===== src/rtl/zeroriscy_fetch_pkg.sv =====
// zeroriscy_fetch_pkg: shared entry type and RV32C helpers for the prefetch queue
package zeroriscy_fetch_pkg;
  localparam int INSTR_W = 32;
  typedef struct packed {
    logic [31:0]        addr;
    logic [INSTR_W-1:0] rdata;
    logic               err;
    logic               valid;
  } fetch_entry_t;
  function automatic logic is_compressed(input logic [1:0] op);
    return op != 2'b11;
  endfunction
endpackage


===== src/rtl/zeroriscy_fetch_realign.sv =====
// zeroriscy_fetch_realign: picks head/second words (stored or bypass) and realigns the presented instruction
module zeroriscy_fetch_realign
  import zeroriscy_fetch_pkg::*;
(
  input  fetch_entry_t        e0_i,
  input  logic [INSTR_W-1:0]  e1_rdata_i,
  input  logic                e1_err_i,
  input  logic                e1_valid_i,
  input  fetch_entry_t        in_i,
  output logic [INSTR_W-1:0]  out_rdata_o,
  output logic [31:0]         out_addr_o,
  output logic                out_valid_o,
  output logic                out_err_o,
  output logic                out_valid_stored_o,
  output logic                compressed_o,
  output logic                head_err_o
);
  fetch_entry_t       w0;
  logic [INSTR_W-1:0] w1_rdata;
  logic               w1_err, w1_ok, unal, need2;
  always_comb begin
    w0                 = e0_i.valid ? e0_i : in_i;
    w1_rdata           = e1_valid_i ? e1_rdata_i : in_i.rdata;
    w1_err             = e1_valid_i ? e1_err_i : in_i.err;
    w1_ok              = e1_valid_i | (e0_i.valid & in_i.valid);
    unal               = w0.addr[1];
    compressed_o       = is_compressed(unal ? w0.rdata[17:16] : w0.rdata[1:0]);
    head_err_o         = w0.err;
    // an errored head is presented at once; only a clean unaligned 32-bit op needs W1
    need2              = unal & ~compressed_o & ~w0.err;
    out_addr_o         = w0.addr;
    out_rdata_o        = unal ? {w1_rdata[15:0], w0.rdata[31:16]} : w0.rdata;
    out_valid_o        = need2 ? w1_ok : w0.valid;
    out_err_o          = w0.err | (need2 & w1_err);
    out_valid_stored_o = need2 ? e1_valid_i : e0_i.valid;
  end
endmodule


===== src/rtl/zeroriscy_prefetch_queue.sv =====
// zeroriscy_prefetch_queue: DEPTH-word instruction prefetch buffer with RV32C realignment
module zeroriscy_prefetch_queue
  import zeroriscy_fetch_pkg::*;
#(
  parameter int DEPTH = 3,
  parameter int OCC_W = $clog2(DEPTH + 1)
) (
  input  logic               clk,
  input  logic               rst,
  input  logic               clear_i,
  input  logic [31:0]        in_addr_i,
  input  logic [INSTR_W-1:0] in_rdata_i,
  input  logic               in_err_i,
  input  logic               in_valid_i,
  output logic               in_ready_o,
  output logic               out_valid_o,
  input  logic               out_ready_i,
  output logic [INSTR_W-1:0] out_rdata_o,
  output logic [31:0]        out_addr_o,
  output logic               out_err_o,
  output logic               out_valid_stored_o,
  output logic [OCC_W-1:0]   occupancy_o
);
  fetch_entry_t [DEPTH-1:0] entries_q, entries_d, pushed;
  fetch_entry_t             in_e;
  logic                     comp, head_err, pop, shift;
  assign in_e = '{addr: in_addr_i, rdata: in_rdata_i, err: in_err_i, valid: in_valid_i};
  zeroriscy_fetch_realign u_realign (
    .e0_i               (entries_q[0]),
    .e1_rdata_i         (entries_q[1].rdata),
    .e1_err_i           (entries_q[1].err),
    .e1_valid_i         (entries_q[1].valid),
    .in_i               (in_e),
    .out_rdata_o        (out_rdata_o),
    .out_addr_o         (out_addr_o),
    .out_valid_o        (out_valid_o),
    .out_err_o          (out_err_o),
    .out_valid_stored_o (out_valid_stored_o),
    .compressed_o       (comp),
    .head_err_o         (head_err)
  );
  always_comb begin
    occupancy_o = '0;
    for (int i = 0; i < DEPTH; i++) occupancy_o = occupancy_o + OCC_W'(entries_q[i].valid);
  end
  assign in_ready_o = occupancy_o <= OCC_W'(DEPTH - 2);
  assign pop        = out_valid_o & out_ready_i;
  // only a clean aligned compressed op leaves the head word in place
  assign shift      = out_addr_o[1] | ~comp | head_err;
  always_comb begin
    pushed = entries_q;
    for (int i = 0; i < DEPTH; i++)
      if (in_valid_i && occupancy_o == OCC_W'(i)) pushed[i] = in_e;
    entries_d = pushed;
    if (pop && shift) begin
      for (int i = 0; i < DEPTH - 1; i++) entries_d[i] = pushed[i+1];
      entries_d[DEPTH-1].valid = 1'b0;
      entries_d[0].addr = {out_addr_o[31:2] + 30'd1, out_addr_o[1] & ~comp & ~head_err, 1'b0};
    end else if (pop) begin
      entries_d[0].addr = {out_addr_o[31:2], 2'b10};
    end
    if (clear_i) begin
      entries_d = entries_q;
      for (int i = 0; i < DEPTH; i++) entries_d[i].valid = 1'b0;
    end
  end
  always_ff @(posedge clk) begin
    if (rst) entries_q <= '0;
    else     entries_q <= entries_d;
  end
endmodule

===== config.mk =====
export PLATFORM = sky130hd
export DESIGN_NAME = zeroriscy_prefetch_queue
export DESIGN_NICKNAME = d
export VERILOG_FILES = /design/src/rtl/zeroriscy_fetch_pkg.sv /design/src/rtl/zeroriscy_fetch_realign.sv /design/src/rtl/zeroriscy_prefetch_queue.sv
export SDC_FILE = /design/constraint.sdc
export NUM_CORES = 1
export LEC_CHECK = 0
export ABC_AREA = 1
export CAP_MARGIN = 20
export CORE_AREA = 8 8 134 136
export DETAILED_ROUTE_END_ITERATION = 10
export DIE_AREA = 0 0 142 144
export PLACE_DENSITY = 0.93
export SLEW_MARGIN = 20
export SYNTH_ARGS = -nofsm -noshare
export SYNTH_HDL_FRONTEND = slang
export SYNTH_SLANG_ARGS = --single-unit

===== constraint.sdc =====
create_clock -name clk -period 6.6 [get_ports clk]
set_input_delay 1.65 -clock clk [delete_from_list [all_inputs] [get_ports clk]]
set_output_delay 1.65 -clock clk [all_outputs]
set_load 0.03 [all_outputs]

==> flow_summary.yaml <==
die:
  core_sq_mm: 0.0161
  die_area_sq_mm: 0.0204
  rows: 47
  die_height_microns: 144
  ios: 140
  die_w_microns: 142
  start_util_pct: 57.6
timing:
  setup_violations: 0
  worstMarginPinSlew_ns: 0.935
  min_period_over_period_pct: 87.3
  fin_skew_ns: 0.00994
  fin_tns_setup_ns: 0
  min_period_ns: 5.76
  holdWs_ns: 0.464
  max_freq_mhz: 173
  rsz0062_at_grt: "no"
  finalHoldViolations: 0
  setup_ws_ns: 0.836
  slew_violations: 0
  relSlewSlack_pct: 37.7
placement:
  dp.cells: 1869
  place_congestion: 1.02
  port_buffers: 139
  dp_hpwl_mm: 19.2
  placed_area_sq_mm: 0.0106
  pre_cts_ws_ns: 0.847
final_layout:
  stdcell_count: 1901
  final_area_sq_mm: 0.0112
  final_core_util_pct: 69.7
  fin_nets: 1740
  num-fill-cells: 1308
  largest_reg_flops: 134
  diodes: 0
  top_register: "entries_q"
  drive_above_1_share_pct: 6.31
  area_growth_pct: 20.9
  reg_top3: "entries_q: 134 flops"
cts:
  ctsHoldBuffers: 0
  clk_pin_slew_worst_paths_ns: 0.06
  cts_buffer_depth: 2
  clk_latency_ns: 0.43
  cts.sinks: 134
  cts_setup_buffers: 0
  clockRootBuffer: "clkbuf_16"
  cts_made_buffers: 17
  tritoncts: "built"
  htree_levels: 4
  cts.repair.resized: 0
setup_path:
  cp-start-kind: "input pin"
  crit_arrival_ns: 4.11
  crit_type: "input pin to output port"
  cp_data_required_time_ns: 4.95
  cp_max_fo: 36
  critPathCaptureType: "output port"
synthesis:
  synth-seq-cells: 134
  syn-mean-instance-area_sq_um: 5.83
  ys_seq_area_share_pct: 29.0
  synth_cell_types: 37
  synth_edf_count: 0
  netlist_instances: 1587
  syn_area_sq_mm: 0.00925
  ys_warn_count: 0
  syn-num-nets: 1659
  ys_async_sr_fraction_pct: 0
  synth_ff_type: "dfxtp_1"
routing:
  drt_pre_antenna_iters: 7
  wl_per_cell_microns: 15.3
  vias: 10614
  ant_nets: 0
  drt-initial-drc-count: 1054
  via_per_inst: 5.58
  routed_wirelength_mm: 29.1
  drc_errors: 0
run:
  max-cap-violations: 0
grt:
  grt_usage_pct: 28.4
  grt_pass1_vias: 9898
  grt_pass1_wl_mm: 47.1
  grt_antenna_before_repair: 1
  overflow: 0
  grt_max_degree: 104
pwr:
  combPwrFrac_pct: 31.1
  seq_power_share_pct: 33.3
  power_density_mw_per_mm2: 241
  p_clk_share_pct: 35.6
  leakagePower_nw: 5.13
  power.switching_mw: 0.952
  peakVddDrop_mv: 0.189
  p_sw_share_pct: 35.3
  power_mw: 2.70
  p_int_mw: 1.75
worst_hold_path:
  worstHoldPathType: "flip-flop to flip-flop"
outcome:
  status: "finished, final reports clean"
==> final cells by class <==
cell class | instances | area (sq um) | area share, %
Timing Repair Buffer | 157 | 1530 | 13.6
Multi-Input combinational cell | 1185 | 5450 | 48.8
Tap cell | 220 | 275 | 2.46
Clock inverter | 11 | 123 | 1.10
Clock buffer | 21 | 472 | 4.22
Sequential cell | 134 | 2690 | 24.0
Inverter | 173 | 649 | 5.81
==> power by group through the flow <==
stage | Clock [mW] | Sequential, mW | Combinational [mW]
2_1_floorplan | 0 | 0.903 | 0.569
3_3_place_gp | 0 | 0.913 | 0.802
3_5_place_dp | 0 | 0.915 | 0.820
4_1_cts | 0.964 | 0.899 | 0.831
5_1_grt | 0.998 | 0.906 | 0.919
6_report | 0.960 | 0.899 | 0.840
==> cells by family after synthesis <==
logic type	after synthesis	synth area share [%]
compound gates	334	20.5
xor+xnor	14	1.33
fa+ha+maj	2	0.352
buf+inv	268	12.3
flops	134	29.0
mux	6	0.649
simple gates	829	35.9
==> routing by layer <==
metal	up-vias	routed length (microns)	track usage (%)	part of all wire [%]
met1	4700	11200	32.6	39
met5	-	13	0	0.045
met3	102	3060	6.50	11
met4	2	1550	17.9	5.3
met2	611	13200	47.2	45
li1	5199	-	-	-
==> synthesized netlist by cell type (2+ instances only) <==
cell	number	area share [%]
nand3_1	54	2.9
o22ai_1	25	1.7
nor3_1	4	0.22
inv_2	6	0.24
o21ai_4	3	0.53
nor2_4	2	0.24
o21ai_0	197	11
buf_1	4	0.16
o21ai_1	44	2.4
nand3_2	4	0.43
xnor2_1	2	0.19
clkbuf_1	46	1.9
nor2_2	9	0.61
nand2_1	544	22
nand4_1	8	0.54
and2_1	3	0.20
buf_4	8	0.65
nor2_1	189	7.7
xor2_1	12	1.1
clkinv_1	2	0.081
o21ai_2	17	1.6
buf_6	9	1.1
dfxtp_1	134	29
and3_1	2	0.14
buf_2	28	1.5
inv_1	165	6.7
a21oi_1	10	0.54
nand2_2	8	0.54
o31ai_1	6	0.49
mux2i_1	6	0.65
a31oi_1	3	0.20
o211ai_1	28	2.3
==> path summary, 6_finish.rpt <==
path,from,endpoint,slack [ns],cells past startpoint
worst min-delay path,entries_q[98]$_SDFFE_PP0N_,entries_q[98]$_SDFFE_PP0N_,0.46,2
worst min register to register,entries_q[98]$_SDFFE_PP0N_,entries_q[98]$_SDFFE_PP0N_,0.46,2
worst max register to register,entries_q[0]$_SDFFE_PP0P_,entries_q[85]$_SDFFE_PP0N_,2.34,13
worst max-delay path,in_addr_i[1],out_err_o,0.84,9
==> cell usage in the layout, fill, tap and decap left out, types with 4 or more instances in the layout <==
| cell type | instances |
|---|---|
| o22ai_1 | 25 |
| clkdlybuf4s50_1 | 139 |
| mux2i_1 | 6 |
| nand3_2 | 4 |
| clkbuf_16 | 18 |
| o21ai_1 | 44 |
| nand4_1 | 8 |
| nand2_1 | 543 |
| a21oi_1 | 9 |
| nor2_1 | 188 |
| clkinv_2 | 4 |
| o21ai_2 | 17 |
| inv_2 | 6 |
| nand2_2 | 9 |
| o21ai_0 | 197 |
| nand3_1 | 53 |
| nor2_2 | 10 |
| buf_4 | 18 |
| dfxtp_1 | 133 |
| o31ai_1 | 6 |
| xor2_1 | 12 |
| inv_1 | 165 |
| o211ai_1 | 28 |
==> critical path: stages <==
cell and delay (ns):
clkdlybuf4s50_1 0.48, nand2_1 0.07, nand2_2 0.55, nand2_1 0.14, nand2_2 0.16, nand3_2 0.13, inv_1 0.11, a31o_2 0.16
clkdlybuf4s50_1 0.66
No activity file was read; power rests on OpenSTA's default activity.
